File: src/rtl/clk_ratio_monitor_pkg.sv
// Shared types and constants for the divided-clock ratio monitor.
package clk_ratio_monitor_pkg;

  typedef enum logic [2:0] {
    IDLE,
    ARMED,
    ACQUIRE,
    LOCKED,
    FAULT
  } mon_state_e;

  localparam int SYNC_STAGES = 2;

endpackage

File: src/rtl/sync.sv
// Multi-flop synchronizer for a single asynchronous bit; resets to 0.
module sync #(
  parameter int STAGES = 2
) (
  input  logic clk,
  input  logic rst_n,
  input  logic d,
  output logic q
);

  logic [STAGES-1:0] ff;

  always_ff @(posedge clk or negedge rst_n) begin
    if (!rst_n) begin
      ff <= '0;
    end else begin
      ff <= {ff[STAGES-2:0], d};
    end
  end

  assign q = ff[STAGES-1];

endmodule

File: src/rtl/clk_ratio_monitor.sv
// Measures the period of an asynchronous slow clock in clk_i cycles and
// reports lock after a run of in-tolerance periods, or a sticky fault.
module clk_ratio_monitor
  import clk_ratio_monitor_pkg::*;
#(
  parameter int RATIO      = 4,
  parameter int TOL        = 0,
  parameter int LOCK_CNT   = 4,
  parameter int MAX_PERIOD = 255,
  parameter int CW         = $clog2(MAX_PERIOD + 1)
) (
  input  logic          clk_i,
  input  logic          rst_ni,
  input  logic          en_i,
  input  logic          clr_i,
  input  logic          slow_i,
  output logic          valid_o,
  output logic [CW-1:0] period_o,
  output logic          locked_o,
  output logic          err_o
);

  localparam int GW = $clog2(LOCK_CNT + 1);
  localparam int LO = (RATIO > TOL) ? (RATIO - TOL) : 0;
  localparam logic [CW:0]   LO_W  = (CW+1)'(LO);
  localparam logic [CW:0]   HI_W  = (CW+1)'(RATIO + TOL);
  localparam logic [CW-1:0] MAX_C = CW'(MAX_PERIOD);

  function automatic logic in_tol(input logic [CW-1:0] c);
    logic [CW:0] cx;
    cx = {1'b0, c};
    return (cx >= LO_W) && (cx <= HI_W);
  endfunction

  function automatic logic [CW-1:0] sat_inc(input logic [CW-1:0] c);
    return (c == MAX_C) ? c : c + CW'(1);
  endfunction

  mon_state_e    state, state_next;
  logic [GW-1:0] good_cnt, good_next;
  logic [CW-1:0] cnt;
  logic          slow_p0, slow_p1;
  logic [1:0]    prime;
  logic          rise, match, timeout, meas, fault_set;

  // Stage p0: synchronized slow clock
  sync #(.STAGES(SYNC_STAGES)) u_sync (
    .clk   (clk_i),
    .rst_n (rst_ni),
    .d     (slow_i),
    .q     (slow_p0)
  );

  // Stage p1: edge detect; ignore rises until the sync chain and slow_p1
  // hold real samples, so a slow_i held high across reset is not an edge.
  always_ff @(posedge clk_i or negedge rst_ni) begin
    if (!rst_ni) begin
      slow_p1 <= 1'b0;
      prime   <= 2'd0;
    end else begin
      slow_p1 <= slow_p0;
      if (prime != 2'd3) prime <= prime + 2'd1;
    end
  end

  assign rise    = slow_p0 & ~slow_p1 & (prime == 2'd3);
  assign match   = in_tol(cnt);
  assign timeout = (cnt == MAX_C) && !rise;

  always_ff @(posedge clk_i or negedge rst_ni) begin
    if (!rst_ni) begin
      state    <= IDLE;
      good_cnt <= '0;
    end else begin
      state    <= state_next;
      good_cnt <= good_next;
    end
  end

  always_comb begin
    state_next = state;
    good_next  = good_cnt;
    meas       = 1'b0;
    fault_set  = 1'b0;
    if (clr_i) begin
      state_next = en_i ? ARMED : IDLE;
      good_next  = '0;
    end else if (!en_i) begin
      state_next = IDLE;
      good_next  = '0;
    end else begin
      case (state)
        IDLE:    state_next = ARMED;
        ARMED:   if (rise) state_next = ACQUIRE;
        ACQUIRE: begin
          if (rise) begin
            meas = 1'b1;
            if (!match) begin
              good_next = '0;
            end else if (good_cnt == GW'(LOCK_CNT - 1)) begin
              state_next = LOCKED;
              good_next  = '0;
            end else begin
              good_next = good_cnt + GW'(1);
            end
          end else if (timeout) begin
            good_next = '0;
          end
        end
        LOCKED: begin
          if (rise) meas = 1'b1;
          if ((rise && !match) || timeout) begin
            state_next = FAULT;
            fault_set  = 1'b1;
          end
        end
        FAULT:   state_next = FAULT;
        default: state_next = IDLE;
      endcase
    end
  end

  always_comb begin
    locked_o = 1'b0;
    if (state == LOCKED) locked_o = 1'b1;
  end

  // Stage p2: period counter and registered outputs
  always_ff @(posedge clk_i or negedge rst_ni) begin
    if (!rst_ni) begin
      cnt      <= '0;
      valid_o  <= 1'b0;
      period_o <= '0;
      err_o    <= 1'b0;
    end else begin
      valid_o <= meas;
      if (clr_i || !en_i || state == IDLE) begin
        cnt <= '0;
      end else if (rise) begin
        cnt <= CW'(1);
      end else begin
        cnt <= sat_inc(cnt);
      end
      if (clr_i) begin
        period_o <= '0;
        err_o    <= 1'b0;
      end else begin
        if (meas)      period_o <= cnt;
        if (fault_set) err_o    <= 1'b1;
      end
    end
  end

endmodule

File: config.mk
export PLATFORM = sky130hd
export DESIGN_NAME = clk_ratio_monitor
export DESIGN_NICKNAME = d
export VERILOG_FILES = /design/src/rtl/clk_ratio_monitor_pkg.sv /design/src/rtl/sync.sv /design/src/rtl/clk_ratio_monitor.sv
export SDC_FILE = /design/constraint.sdc
export NUM_CORES = 1
export LEC_CHECK = 0
export BUFFER_PORTS_ARGS = -buffer_cell sky130_fd_sc_hd__buf_2
export CAP_MARGIN = 5
export CORE_UTILIZATION = 40
export CTS_BUF_LIST = sky130_fd_sc_hd__clkbuf_2
export DETAILED_ROUTE_END_ITERATION = 7
export GPL_TIMING_DRIVEN = 1
export HOLD_SLACK_MARGIN = 0.08
export PLACE_DENSITY = 0.66
export SYNTH_ARGS = -nofsm -noshare
export SYNTH_HDL_FRONTEND = slang
export SYNTH_SLANG_ARGS = --single-unit
File: constraint.sdc
create_clock -name clk_i -period 2.85 [get_ports clk_i]
set_input_delay 0.4275 -clock clk_i [delete_from_list [all_inputs] [get_ports clk_i]]
set_output_delay 0.4275 -clock clk_i [all_outputs]
set_load 0.1 [all_outputs]
==> results.sh <==
export IMPL_cpPeakStageDelay_ns=0.46
export IMPL_overflow=0
export IMPL_cts_sinks=29
export IMPL_core_rowCount=20
export IMPL_worst_pin_slew_ns=0.620
export IMPL_maxCapViolCount=0
export IMPL_start_util_pct=43.3
export IMPL_power_density_nw_per_um2=434
export IMPL_setup_violations=0
export IMPL_vdd_ir_drop_max_mv=0.176
export IMPL_cp_arrival_ns=1.68
export IMPL_ys_async_sr_fraction_pct=100
export IMPL_die_h_um=60.4
export IMPL_fillers=306
export IMPL_syn_num_nets=128
export IMPL_rsz0062_at_grt="no"
export IMPL_drtIter0Drc=49
export IMPL_clkTransAtPathRegs_ns=0.14
export IMPL_drive_gt1_share_pct=25.0
export IMPL_clock_fmax_mhz=474
export IMPL_drc=0
export IMPL_slowest_stage="dfrtp_1"
export IMPL_detail_route_vias_per_cell=5.50
export IMPL_ff2ff_path_depth=6
export IMPL_synthDistinctLibCells=43
export IMPL_syn_inst=119
export IMPL_slew_headroom_pct=58.7
export IMPL_avgSynthCellArea_um2=11.5
export IMPL_crit_required_ns=2.42
export IMPL_wl_um=2650
export IMPL_antenna_cells=0
export IMPL_cts_root_buf="clkbuf_2"
export IMPL_fin_cells=184
export IMPL_antenna_found_initial=0
export IMPL_cp_end_kind="primary output"
export IMPL_hold_depth=1
export IMPL_dp_hpwl_um=1790
export IMPL_gp_congestion=0.794
export IMPL_finalCritPeriodShare_pct=74.1
export IMPL_fin_setup_tns_ns=0
export IMPL_synth_ff_type="dfrtp_1"
export IMPL_crit_path_start_kind="flop"
export IMPL_coreArea_um2=3150
export IMPL_dr_total_vias=1012
export IMPL_dp_cells=175
export IMPL_status="completed"
export IMPL_hold_violations=0
export IMPL_nNetsFinal=148
export IMPL_hold_ws_ns=0.156
export IMPL_grt_pass1_wl_um=4460
export IMPL_final_util_pct=48.3
export IMPL_synth_edf_count=0
export IMPL_cts_tree="yes"
export IMPL_final_max_slew_violation_count=0
export IMPL_synth_area_top_cells="dfrtp_1 53%, a22o_1 4.5%, ha_1 3.7%, a21oi_1 2.9%, xnor2_1 2.6%"
export IMPL_hold_path_class="in -> reg"
export IMPL_dieArea_um2=3650
export IMPL_yosys_register_bits=29
export IMPL_io_buffers=15
export IMPL_area_growth_pct=11.4
export IMPL_detail_route_antenna_nets=0
export IMPL_ys_seq_area_share_pct=53.1
export IMPL_ioPinCount=16
export IMPL_placed_area_um2=1470
export IMPL_numCtsBuffers=5
export IMPL_yosys_area_top_type="dfrtp_1"
export IMPL_cts_resized=0
export IMPL_path_class="reg -> out"
export IMPL_ctsLongestPathBuffers=2
export IMPL_finClkSkew_ns=0.0194
export IMPL_min_period_ns=2.11
export IMPL_htree_levels=2
export IMPL_grt_use_total_pct=17.3
export IMPL_yosysWarnings=0
export IMPL_first_pass_iters=4
export IMPL_synth_top_area_share_pct=53.1
export IMPL_worst_skew_pair_late_latency_ns=0.37
export IMPL_grt_pass1_vias=952
export IMPL_syn_area_um2=1370
export IMPL_stdcell_area_um2=1520
export IMPL_path_cells="nor2b_1, and2_1, buf_2"
export IMPL_leakage_uw=0.000701
export IMPL_die_w_um=60.4
export IMPL_wire_per_inst_um=14.4
export IMPL_grt_max_degree=30
export IMPL_path_max_fanout=6
[critical path, delay by kind of cell, from the launching register on]
| family | cells | cell delay (ns) |
|---|---|---|
| buffers and inverters | 1 | 0.43 |
| flip-flops | 1 | 0.46 |
| AND/OR/NAND/NOR | 2 | 0.43 |
[final cells by class]
cell class / instances / area, µm² / share of cell area (%)
Sequential cell: 29 / 726 / 47.7
Multi-Input combinational cell: 84 / 606 / 39.8
Timing Repair Buffer: 16 / 85.1 / 5.59
Tap cell: 44 / 55.1 / 3.62
Clock buffer: 6 / 30.0 / 1.97
Inverter: 3 / 11.3 / 0.740
Clock inverter: 2 / 10.0 / 0.657
[worst paths after layout]
| kind | slack [ns] | to | startpoint |
|---|---|---|---|
| setup / recovery | 0.74 | locked_o | state[1] |
| hold / removal | 0.16 | u_sync.ff[0] | slow_i |
| setup reg to reg | 1.14 | state[0] | cnt[0] |
| hold reg to reg | 0.38 | u_sync.ff[1] | u_sync.ff[0] |
| max in group asynchronous | 1.85 | period_o[7] | rst_ni |
| min in group asynchronous | 0.59 | period_o[5] | rst_ni |
[flip-flops by register name (all words and copies together) (netlist names)]
register and flops:
prime 2, good_cnt 3, slow_p1 1, u_sync.ff 2
period_o 8, state 3, valid_o 1, cnt 8
err_o 1
[metal layers]
layer	routed length (µm)	share of wire (%)	vias up	global-route usage, %
met1	1220	46	498	21.6
li1	-	-	479	-
met2	1230	47	29	26.5
met4	53	2.0	0	7.79
met3	140	5.3	6	7.04
met5	0	0	-	0
[stage by stage]
stage               power (µW)  setup WS, ns
floorplan                  448         0.990
global placement           464          1.15
detailed placement         464          1.07
CTS                        674         0.713
global route               695         0.619
finish                     661         0.739
[what timing repair did]
action	CTS	global route
hold endpoints to repair	29	0
setup buffers	0	0
setup endpoints to repair	0	0
hold buffers	1	0
[cell families (layout without fill, tap and decap cells)]
family	count (synthesis)	after routing	share of synthesized area (%)
simple gates	43	43	19.2
compound gates	29	29	15.9
flops	29	29	53.1
buf+inv	6	27	2.56
xor+xnor	5	5	3.20
fa+ha+maj	4	4	3.66
mux	3	3	2.29
[where the power goes]
part / internal [µW] / switching (µW) / total (µW)
registers: 416 / 4.89 / 421
logic: 11.9 / 24.2 / 36.1
clock network: 61.4 / 143 / 205
[Yosys cell counts (3+ instances only)]
library cell  number
a21oi_1            8
o21ai_0            3
xnor2_1            4
a22o_1             7
nand3_1            5
nor2_1             7
dfrtp_1           29
inv_1              3
and3_1             4
nand2_1            6
nor3_1             3
ha_1               4
[cell usage in the layout (no fill, tap or decap), types with 2 or more instances in the layout]
master	n
dfrtp_1	29
buf_2	15
a21oi_1	8
a22o_1	7
nor2_1	7
nand2_1	6
clkbuf_2	6
nand3_1	5
and3_1	4
xnor2_1	4
ha_1	4
inv_1	3
o21ai_0	3
nor3_1	3
nor2b_1	2
nand4_1	2
nand3b_1	2
and2_2	2
mux2i_1	2
clkinv_2	2
Power figures use the tool's default switching activity.
